==> src/rtl/mem_port_arbiter.sv <==
// mem_port_arbiter
//   Shares one single-port external memory between the CPU instruction-fetch
//   port and the load/store port, one transaction at a time. Data accesses win
//   by default; a starvation counter forces a fetch grant after STARVE_LIMIT
//   consecutive data grants made while fetch was waiting. An access that sees
//   no mem_ready for TIMEOUT cycles is aborted and reported with err.
//
// Ports
//   clk, rst              rising-edge clock, synchronous active-high reset
//   if_req/if_addr        fetch request (level, held until if_done) and address
//   if_done/if_rdata      fetch completion pulse and registered fetch data
//   d_req/d_we            data request (level, held until d_done), 1 = store
//   d_addr/d_wdata        data address and store data
//   d_done/d_rdata        data completion pulse and registered load data
//   err                   pulses with if_done/d_done when the access timed out
//   mem_req/mem_we        memory request (held until mem_ready) and write strobe
//   mem_addr/mem_wdata    address and store data latched at grant
//   mem_rdata/mem_ready   memory read data and access-complete strobe

`ifndef WORD_WIDTH
`define WORD_WIDTH 32
`endif

module mem_port_arbiter #(
  parameter int unsigned W            = `WORD_WIDTH,
  parameter int unsigned STARVE_LIMIT = 4,
  parameter int unsigned TIMEOUT      = 255
) (
  input  logic         clk,
  input  logic         rst,
  input  logic         if_req,
  input  logic [W-1:0] if_addr,
  output logic         if_done,
  output logic [W-1:0] if_rdata,
  input  logic         d_req,
  input  logic         d_we,
  input  logic [W-1:0] d_addr,
  input  logic [W-1:0] d_wdata,
  output logic         d_done,
  output logic [W-1:0] d_rdata,
  output logic         err,
  output logic         mem_req,
  output logic         mem_we,
  output logic [W-1:0] mem_addr,
  output logic [W-1:0] mem_wdata,
  input  logic [W-1:0] mem_rdata,
  input  logic         mem_ready
);

  typedef enum logic [1:0] {
    IDLE,
    FETCH,
    DATA
  } state_t;

  localparam logic [3:0] STARVE_MAX = 4'(STARVE_LIMIT);
  // Last wait_cnt value before the abort: mem_req stays up exactly TIMEOUT cycles.
  localparam logic [7:0] WAIT_LAST  = 8'(TIMEOUT - 1);

  state_t     state;
  logic [3:0] starve_cnt;
  logic [7:0] wait_cnt;

  always_ff @(posedge clk) begin
    if (rst) begin
      state      <= IDLE;
      starve_cnt <= '0;
      wait_cnt   <= '0;
      if_done    <= 1'b0;
      d_done     <= 1'b0;
      err        <= 1'b0;
      if_rdata   <= '0;
      d_rdata    <= '0;
      mem_req    <= 1'b0;
      mem_we     <= 1'b0;
      mem_addr   <= '0;
      mem_wdata  <= '0;
    end else begin
      if_done <= 1'b0;
      d_done  <= 1'b0;
      err     <= 1'b0;
      case (state)
        IDLE: begin
          wait_cnt <= '0;
          if (if_req && (starve_cnt == STARVE_MAX || !d_req)) begin
            state      <= FETCH;
            mem_req    <= 1'b1;
            mem_we     <= 1'b0;
            mem_addr   <= if_addr;
            mem_wdata  <= '0;
            starve_cnt <= '0;
          end else if (d_req) begin
            state     <= DATA;
            mem_req   <= 1'b1;
            mem_we    <= d_we;
            mem_addr  <= d_addr;
            mem_wdata <= d_wdata;
            // Only data grants that overtake a waiting fetch count toward starvation.
            if (!if_req)
              starve_cnt <= '0;
            else if (starve_cnt != STARVE_MAX)
              starve_cnt <= starve_cnt + 4'd1;
          end else begin
            starve_cnt <= '0;
          end
        end
        FETCH, DATA: begin
          if (mem_ready) begin
            state   <= IDLE;
            mem_req <= 1'b0;
            if (state == FETCH) begin
              if_rdata <= mem_rdata;
              if_done  <= 1'b1;
            end else begin
              if (!mem_we)
                d_rdata <= mem_rdata;
              d_done <= 1'b1;
            end
          end else begin
            wait_cnt <= wait_cnt + 8'd1;
            if (wait_cnt == WAIT_LAST) begin
              state   <= IDLE;
              mem_req <= 1'b0;
              err     <= 1'b1;
              if (state == FETCH)
                if_done <= 1'b1;
              else
                d_done <= 1'b1;
            end
          end
        end
        default: state <= IDLE;
      endcase
    end
  end

endmodule
==> config.mk <==
export PLATFORM = sky130hd
export DESIGN_NAME = mem_port_arbiter
export DESIGN_NICKNAME = d
export VERILOG_FILES = /design/src/rtl/mem_port_arbiter.sv
export SDC_FILE = /design/constraint.sdc
export NUM_CORES = 1
export LEC_CHECK = 0
export ABC_AREA = 1
export CORE_MARGIN = 8
export CORE_UTILIZATION = 39
export CTS_BUF_LIST = sky130_fd_sc_hd__clkbuf_4
export DETAILED_ROUTE_END_ITERATION = 16
export PLACE_DENSITY_LB_ADDON = 0.12
export SYNTH_ARGS = -nofsm -noshare
export SYNTH_HDL_FRONTEND = slang
export SYNTH_SLANG_ARGS = --single-unit
==> constraint.sdc <==
create_clock -name clk -period 1.7 [get_ports clk]
set_clock_uncertainty 0.15 [all_clocks]
set_input_delay 0.255 -clock clk [delete_from_list [all_inputs] [get_ports clk]]
set_output_delay 0.255 -clock clk [all_outputs]
set_load 0.005 [all_outputs]
==> reports/qor.csv <==
stage,metric,value,unit
outcome,status,"complete, no violations",
setup_path,worstPathMaxFanout,8,
detailed_routing,wire_per_inst,15.1,um
place,dp_hpwl,13900,um
layout,fillers,1423,
floorplan,fp.coreArea,15000,sq um
pwr,swShare,0.275,
grt,antenna_found_initial,1,
detailed_routing,wirelength,19600,um
detailed_routing,via_count,6113,
sta,fmax,0.623,GHz
layout,area_growth,59.2,%
pwr,power_density,903,nW/um^2
synthesis,syn_inst,826,
floorplan,start_util,0.392,
pwr,total_power,8.44,mW
sta,finalCritPeriodShare,0.944,
floorplan,die_height,139,um
pwr,internal_power,6.12,mW
pwr,p_sw,2.32,mW
pwr,p_seq_frac,0.466,
place,io_buffers,266,
pwr,p_clk_frac,0.295,
layout,multi_input_area,2530,sq um
grt,grt_first_pass_wirelength,30200,um
synthesis,netlist_area,5870,sq um
setup_path,path_class,reg2reg,
setup_path,critical_path_arrival,1930,ps
synthesis,post-synth-top-area-cell,dfxtp_1,
floorplan,die-area,19200,sq um
place,gp_congestion,0.810,
detailed_routing,vias_per_cell,4.71,
grt,first_global_vias,5774,
clock_tree,numClockSinks,147,
detailed_routing,drt_iter0_drc,277,
sta,max_slew.worst_pin.slew,414,ps
pwr,p_leak,4.53,nW
floorplan,die_w,139,um
clock_tree,cts_hold_buf,0,
pwr,ir_drop,473,uV
synthesis,synth_top_area_frac,0.501,
layout,regArea,3020,sq um
layout,final_nets,1238,
floorplan,rows,45,
sta,maxSlewHeadroom,0.724,
setup_path,worstSetupEndpointType,flip-flop,
pwr,p_comb_frac,0.239,
clock_tree,clock_path_buffers,2,
detailed_routing,drc,0,
sta,whs,79.1,ps
synthesis,synth-seq-area-share,0.501,
sta,finalSetupViolCount,0,
setup_path,critPathRequiredTime,2030,ps
clock_tree,cts_buffers,17,
grt,grt_usage,0.194,
synthesis,synth-seq-cells,147,
grt,overflow,0,
grt,grt_max_degree,69,
synthesis,synth_area_leaders,"dfxtp_1 50%, nor2_1 13%, nand2_1 10%, o21ai_0 8.8%, a21oi_1 3.8%",
synthesis,yosys_warnings,0,
floorplan,io_pins,267,
sta,period_needed,1600,ps
clock_tree,tritoncts,done,
clock_tree,clkLatencyLatePin,540,ps
hold_path,hold_path.class,in2reg,
synthesis,synth_nets,966,
detailed_routing,ant_nets,0,
synthesis,avgSynthCellArea,7.11,sq um
sta,drv_slew,0,
layout,layout-drive-gt1-share,0.129,
sta,rsz0062_at_grt,yes,
clock_tree,cts_root_buf,clkbuf_4,
run,drv_cap,0,
setup_path,worst-r2r-setup-slack,100,ps
setup_path,start_kind,flip-flop,
synthesis,synth_cell_types,22,
clock_tree,path_clk_slew,130,ps
detailed_routing,dr.pass1.iters,5,
sta,hold_viol_final,0,
clock_tree,htreeDepth,4,
worst paths after layout:
path,from,cells after the start,end
setup reg to reg,starve_cnt[1]$_SDFFE_PP0P_,9,state[0]$_SDFFE_PP0P_
setup / recovery,starve_cnt[1]$_SDFFE_PP0P_,9,state[0]$_SDFFE_PP0P_
hold reg to reg,if_rdata[14]$_SDFFE_PP0P_,2,if_rdata[14]$_SDFFE_PP0P_
hold / removal,d_wdata[29],3,mem_wdata[29]$_SDFFE_PP0P_
worst max-delay path, cell delays in order, from the launching register on:
cell       delay, ps
dfxtp_2          340
inv_1             70
ha_2             170
nand3_2          100
nand2_2          100
nand2_4          110
inv_6            120
clkbuf_16        160
nand3_1           70
a21oi_1          140
power by group through the flow:
stage	Clock (mW)	Combinational [mW]	Sequential, mW
floorplan	0	0.829	4.01
global placement	0	2.11	3.99
detailed placement	0	2.13	4.00
CTS	2.57	1.94	3.94
global route	2.73	2.24	3.98
finish	2.49	2.02	3.94
through the flow:
stage / area [sq um] / TNS [ps] / cells / setup slack [ps] / utilization
after floorplan: 5870 / 0 / 826 / 20.6 / -
after global placement: 8910 / -3890 / 1261 / -86.3 / 0.595
after detailed placement: 8910 / -6090 / 1261 / -123 / 0.595
after CTS: 9150 / 0 / 1291 / 5.57 / 0.611
after global routing: 9350 / -53.8 / 1298 / -14.0 / 0.624
final: 9350 / 0 / 1298 / 95.6 / 0.624
sequential cells by signal, indices dropped and copies added, names as in the netlist:
| name | cells |
|---|---|
| wait_cnt | 8 |
| state | 2 |
| d_done | 1 |
| err | 1 |
| starve_cnt | 4 |
| if_rdata | 32 |
| mem_req | 1 |
| if_done | 1 |
| mem_we | 1 |
| mem_addr | 32 |
| mem_wdata | 32 |
| d_rdata | 32 |
synth_stat cells (all sizes together):
master and number:
a211oi 1, a21oi 46, a31oi 1, and3 1, buf 28, clkbuf 25, dfxtp 147, ha 6
inv 53, nand2 159, nand3 43, nand4 1, nor2 207, nor3 3, o21ai 103, or2 1
xor2 1
placed cells by master (no fill, tap or decap), types with 2 or more instances in the layout:
cell             instances
nor2_1                 206
nand2_1                157
clkdlybuf4s50_1        133
dlygate4sd2_1          132
o21ai_0                 97
dfxtp_1                 87
dfxtp_2                 60
inv_1                   48
a21oi_1                 45
nand3_1                 40
buf_4                   20
clkbuf_4                17
buf_12                  10
o21ai_1                  6
bufinv_16                5
buf_6                    5
inv_2                    4
ha_1                     4
clkbuf_16                4
clkinv_1                 3
clkinv_2                 3
nand3_2                  2
nor3_1                   2
clkinvlp_4               2
metal layers:
metal | share of wire | track usage | routed length (um)
met5 | 0 | 0 | 0
met4 | 0.016 | 0.0595 | 318
met3 | 0.092 | 0.0902 | 1800
met2 | 0.46 | 0.316 | 9060
met1 | 0.43 | 0.222 | 8380
cell type report:
cell class / instances / area share
Antenna cell: 1 / 0.000268
Clock inverter: 13 / 0.0205
Inverter: 53 / 0.0218
Multi-Input combinational cell: 573 / 0.271
Timing Repair Buffer: 306 / 0.324
Sequential cell: 147 / 0.323
Clock buffer: 17 / 0.0137
Tap cell: 188 / 0.0252
kinds of logic (layout without fill, tap and decap cells):
kind of cell | count (synthesis) | after routing | synth area share
AOI/OAI and AO/OA | 151 | 151 | 0.131
xor gates and xnor gates | 1 | 1 | 0.00149
adders and majority gates | 6 | 6 | 0.0128
buffers and inverters | 106 | 389 | 0.0765
DFF | 147 | 147 | 0.501
other | 0 | 1 | 0
and+or+nand+nor | 415 | 415 | 0.276
repair_timing:
item | 4_1_cts | 5_1_grt
gates cloned | 0 | 5
pin swaps | 0 | 2
resized for setup | 193 | 29
setup buffers | 0 | 1
hold endpoints to repair | 0 | 0
endpoints found under the setup margin | 161 | 98
Power figures use the tool's default switching activity.
